## src/rtl/arith_pkg.sv

```systemverilog
// Shared constants and types for the arithmetic result path.
// The op tags label which arithmetic operation produced a buffered result.
package arith_pkg;

    localparam int RESULT_WIDTH = 16;

    localparam logic [1:0] OP_ADD = 2'b00;
    localparam logic [1:0] OP_INC = 2'b01;
    localparam logic [1:0] OP_SUB = 2'b10;
    localparam logic [1:0] OP_DEC = 2'b11;

    typedef enum logic [1:0] {
        EMPTY = 2'd0,
        ONE   = 2'd1,
        FULL  = 2'd2
    } buf_state_t;

endpackage

```

## src/rtl/arith_flags.sv

```systemverilog
// Purely combinational zero/negative flag derivation for a two's-complement result.
module arith_flags
    import arith_pkg::*;
#(
    parameter int WIDTH = RESULT_WIDTH
) (
    input  logic [WIDTH-1:0] result,
    output logic             zero,
    output logic             neg
);

    assign zero = (result == '0);
    assign neg  = result[WIDTH-1];

endmodule

```

## src/rtl/arith_result_buffer.sv

```systemverilog
// Two-entry in-order skid buffer for arithmetic results, carrying the op tag and
// zero/neg flags captured at push time.
module arith_result_buffer
    import arith_pkg::*;
#(
    parameter int WIDTH = RESULT_WIDTH
) (
    input  logic             clk,
    input  logic             rst,
    input  logic             in_valid,
    output logic             in_ready,
    input  logic [WIDTH-1:0] in_result,
    input  logic [1:0]       in_op,
    output logic             out_valid,
    input  logic             out_ready,
    output logic [WIDTH-1:0] out_result,
    output logic [1:0]       out_op,
    output logic             out_zero,
    output logic             out_neg,
    output logic [1:0]       level
);

    buf_state_t       r_state;
    buf_state_t       w_nextState;
    logic             r_head;
    logic             w_wrIdx;
    logic             w_push;
    logic             w_pop;
    logic             w_zero;
    logic             w_neg;

    logic [WIDTH-1:0] r_result [2];
    logic [1:0]       r_op     [2];
    logic             r_zero   [2];
    logic             r_neg    [2];

    arith_flags #(
        .WIDTH (WIDTH)
    ) u_flags (
        .result (in_result),
        .zero   (w_zero),
        .neg    (w_neg)
    );

    assign w_push = in_valid & in_ready;
    assign w_pop  = out_valid & out_ready;

    // An empty buffer writes into the head slot so the entry is visible next cycle;
    // otherwise the free slot is always the one opposite the head.
    assign w_wrIdx = (r_state == EMPTY) ? r_head : ~r_head;

    always_ff @(posedge clk) begin
        if (rst) begin
            r_state <= EMPTY;
        end else begin
            r_state <= w_nextState;
        end
    end

    always_comb begin
        w_nextState = r_state;
        case (r_state)
            EMPTY: if (w_push) w_nextState = ONE;
            ONE: begin
                if (w_push && !w_pop)      w_nextState = FULL;
                else if (w_pop && !w_push) w_nextState = EMPTY;
            end
            FULL: if (w_pop) w_nextState = ONE;
            default: w_nextState = EMPTY;
        endcase
    end

    always_comb begin
        in_ready  = (r_state != FULL) && !rst;
        out_valid = (r_state != EMPTY);
        case (r_state)
            ONE:     level = 2'd1;
            FULL:    level = 2'd2;
            default: level = 2'd0;
        endcase
        out_result = out_valid ? r_result[r_head] : '0;
        out_op     = out_valid ? r_op[r_head]     : 2'b00;
        out_zero   = out_valid ? r_zero[r_head]   : 1'b0;
        out_neg    = out_valid ? r_neg[r_head]    : 1'b0;
    end

    // A simultaneous push and pop in ONE writes the opposite slot and flips the head
    // onto it, so the new entry becomes head in a single edge.
    always_ff @(posedge clk) begin
        if (rst) begin
            r_head <= 1'b0;
            for (int i = 0; i < 2; i++) begin
                r_result[i] <= '0;
                r_op[i]     <= 2'b00;
                r_zero[i]   <= 1'b0;
                r_neg[i]    <= 1'b0;
            end
        end else begin
            if (w_push) begin
                r_result[w_wrIdx] <= in_result;
                r_op[w_wrIdx]     <= in_op;
                r_zero[w_wrIdx]   <= w_zero;
                r_neg[w_wrIdx]    <= w_neg;
            end
            if (w_pop) begin
                r_head <= ~r_head;
            end
        end
    end

endmodule
```

## config.mk

```make
export PLATFORM = sky130hd
export DESIGN_NAME = arith_result_buffer
export DESIGN_NICKNAME = d
export VERILOG_FILES = /design/src/rtl/arith_pkg.sv /design/src/rtl/arith_flags.sv /design/src/rtl/arith_result_buffer.sv
export SDC_FILE = /design/constraint.sdc
export NUM_CORES = 1
export LEC_CHECK = 0
export CAP_MARGIN = 25
export CORE_ASPECT_RATIO = 1.4
export CORE_MARGIN = 1.5
export CORE_UTILIZATION = 45
export DETAILED_ROUTE_END_ITERATION = 10
export PLACE_DENSITY = 0.75
export SLEW_MARGIN = 20
export SYNTH_ARGS = -nofsm -noshare
export SYNTH_HDL_FRONTEND = slang
export SYNTH_HIERARCHICAL = 1
export SYNTH_SLANG_ARGS = --single-unit
```

## constraint.sdc

```tcl
create_clock -name clk -period 2 [get_ports clk]
set_clock_uncertainty 0.2 [all_clocks]
set_input_delay 0.2 -clock clk [delete_from_list [all_inputs] [get_ports clk]]
set_output_delay 0.2 -clock clk [all_outputs]
set_load 0.005 [all_outputs]
```

==> reports/qor.yml <==
worstSkewPairLatency_ns: 0.29
wl_per_cell_um: 16.2
synthesis.area_mm2: 0.00208
tightest_slew_ns: 0.646
drive_gt1_frac: 0.112
yosysWarnings: 6
detailedPlace.worstSlack_ns: 0.154
seq_area_frac_synth: 0.616
area_growth_pct: 33.2
setup_viol_count_final: 0
drt_pass1_iterations: 4
io_pins: 46
whs_endpoint: "r_state[0]"
drcViolationCount: 0
cts-root-buf: "clkbuf_8"
pwr_density_cell_mw_per_mm2: 749
crit_fanout: 10
grt_pass1_vias: 1416
peakVddDrop_mv: 0.399
antenna_cells: 0
slew-limit-headroom: 0.568
synth.avg_cell_area_um2: 12.4
yosysMostFrequentCell: "edfxtp_1"
regArea_mm2: 0.00129
ant_nets: 0
fp.dieH_um: 83.5
fillers: 377
core_mm2: 0.00450
yosysTopAreaCell: "edfxtp_1"
grtUsageTotal: 0.181
r2r_cells: 5
port_buffers: 45
synth_area_leaders: "edfxtp_1 58%, and3_1 12%, mux2i_1 11%"
grt_max_degree: 41
cts_buffers: 5
multi_input_area_um2: 721
holdPathStages: 1
cts_tree: "done"
holdCritStartpoint: "r_state[1]"
place.detailed.hpwl_um: 2900
status: "complete, no violations"
synth_seq_cells: 44
max_freq_ghz: 0.511
syn_inst: 168
fin_total_pwr_uw: 2080
drt_iter0_drc: 22
finish.utilization: 0.616
r2r_start: "r_state[0]"
rows: 29
antenna_found_initial: 0
crit_arrival_ns: 1.56
cts_max_level: 2
path_clk_slew_ns: 0.07
synthArstFlopShare: 0
p_leak_uw: 0.00126
required_ns: 1.60
syn-num-nets: 190
wl_um: 4460
worstSetupStartpointType: "flop"
grt_first_pass_wirelength_um: 6680
synth_common_cells: "40 x edfxtp_1, 39 x and3_1, 24 x nor2_1"
maxSlewViolCount: 0
vias: 1484
worstSetupPathType: "flop to output port"
period_share: 0.979
cts.sinks: 44
hold_path_class: "flop to flop"
drv_cap: 0
r2r_slack_ns: 0.40
die_w_um: 60.5
gp_congestion: 0.750
initial_core_util: 0.462
finalNetCount: 236
cp-end-kind: "output port"
finalCriticalPeriod_ns: 1.96
ctsHoldBuffers: 0
clock_path_buffers: 2
final-hold-violation-count: 0
vias_per_cell: 5.38
synth_edf_count: 40
worstReg2RegEnd: "r_result[0][10]"
die_area_mm2: 0.00505
synth_top_cell_area_share: 0.577
rsz0062_at_grt: "yes"
timing.final.ws_setup_ns: 0.0416
synthFlopType: "edfxtp_1"
grt-ovfl-total: 0
yosysUniqueCellTypes: 25
[placed cells by master, fill, tap and decap left out, drive strengths merged]
cell	n
nor3	2
or3	1
and2b	1
a21oi	2
o31ai	1
clkinv	2
buf	9
o21ai	1
xor2	1
nor2b	2
inv	1
dfxtp	4
nor4	4
nor3b	1
a21o	3
and3	40
nor2	24
dlymetal6s2s	8
edfxtp	40
nand2b	1
clkbuf	6
clkdlybuf4s50	37
mux2i	22
and4	1
[logic make-up (layout without fill, tap and decap cells)]
logic type                Yosys count  count (layout)  synth area share
DFF                                44              44             0.616
buffers and inverters              17              63            0.0445
AOI/OAI and AO/OA                   7               7            0.0216
muxes                              22              22             0.106
and+or+nand+nor                    77              77             0.208
xor gates and xnor gates            1               1           0.00421
[state kept, by name, indices dropped and copies added, names as in the netlist, named ones only]
name / flops
r_zero: 2
r_result: 32
r_head: 1
r_neg: 2
r_state: 2
r_op: 4
[what timing repair did]
item	in CTS	in global routing
buffers inserted	0	0
setup endpoints to repair	20	11
gates cloned	0	1
resized for setup	6	12
[power by group]
group | internal (uW) | leakage (uW) | total (uW) | switching [uW]
registers | 1100 | 0.000460 | 1130 | 29.8
clock network | 231 | 0.0000391 | 509 | 278
logic | 226 | 0.000760 | 438 | 211
total | 1560 | 0.00126 | 2080 | 519
[critical path: stages, from the launching register on]
cell and delay (ns):
dfxtp_4 0.37, clkbuf_16 0.17, mux2i_1 0.12, nor2_1 0.10
clkdlybuf4s50_1 0.51
[stage by stage]
step / instance area [um2] / setup TNS [ns] / std cells / hold slack [ns]
6_report: 2770 / 0 / 276 / 0.304
5_1_grt: 2770 / -0.00577 / 276 / 0.323
4_1_cts: 2720 / 0 / 275 / 0.301
3_5_place_dp: 2630 / 0 / 268 / 0.387
3_3_place_gp: 2630 / 0 / 268 / 0.367
2_1_floorplan: 2080 / 0 / 168 / 0.0768
[routing by layer]
layer	share of wire	global-route usage	wire length (um)
met4	0.016	0.0692	70
met1	0.38	0.189	1690
met3	0.037	0.0388	163
met5	0	0	0
met2	0.57	0.334	2530
[how the worst max path moves through the flow]
stage	slack [ns]	depth (start not counted)	startpoint	end
after floorplan	0.06	5	r_state[1]	r_neg[1]
after CTS	0.01	4	flop	out_result[15]
after global routing	-0.004	4	flop	out_op[1]
after global placement	0.22	3	in_valid	r_result[1][15]
after detailed placement	0.15	3	rst	r_result[1][15]
final	0.04	4	flop	out_result[2]
[layout make-up]
type / instances / area share
Multi-Input combinational cell: 107 / 0.260
Timing Repair Buffer: 55 / 0.218
Inverter: 1 / 0.00135
Clock buffer: 5 / 0.0248
Clock inverter: 2 / 0.00271
Sequential cell: 44 / 0.465
Tap cell: 62 / 0.0280
(Power assumes the default switching activity.)
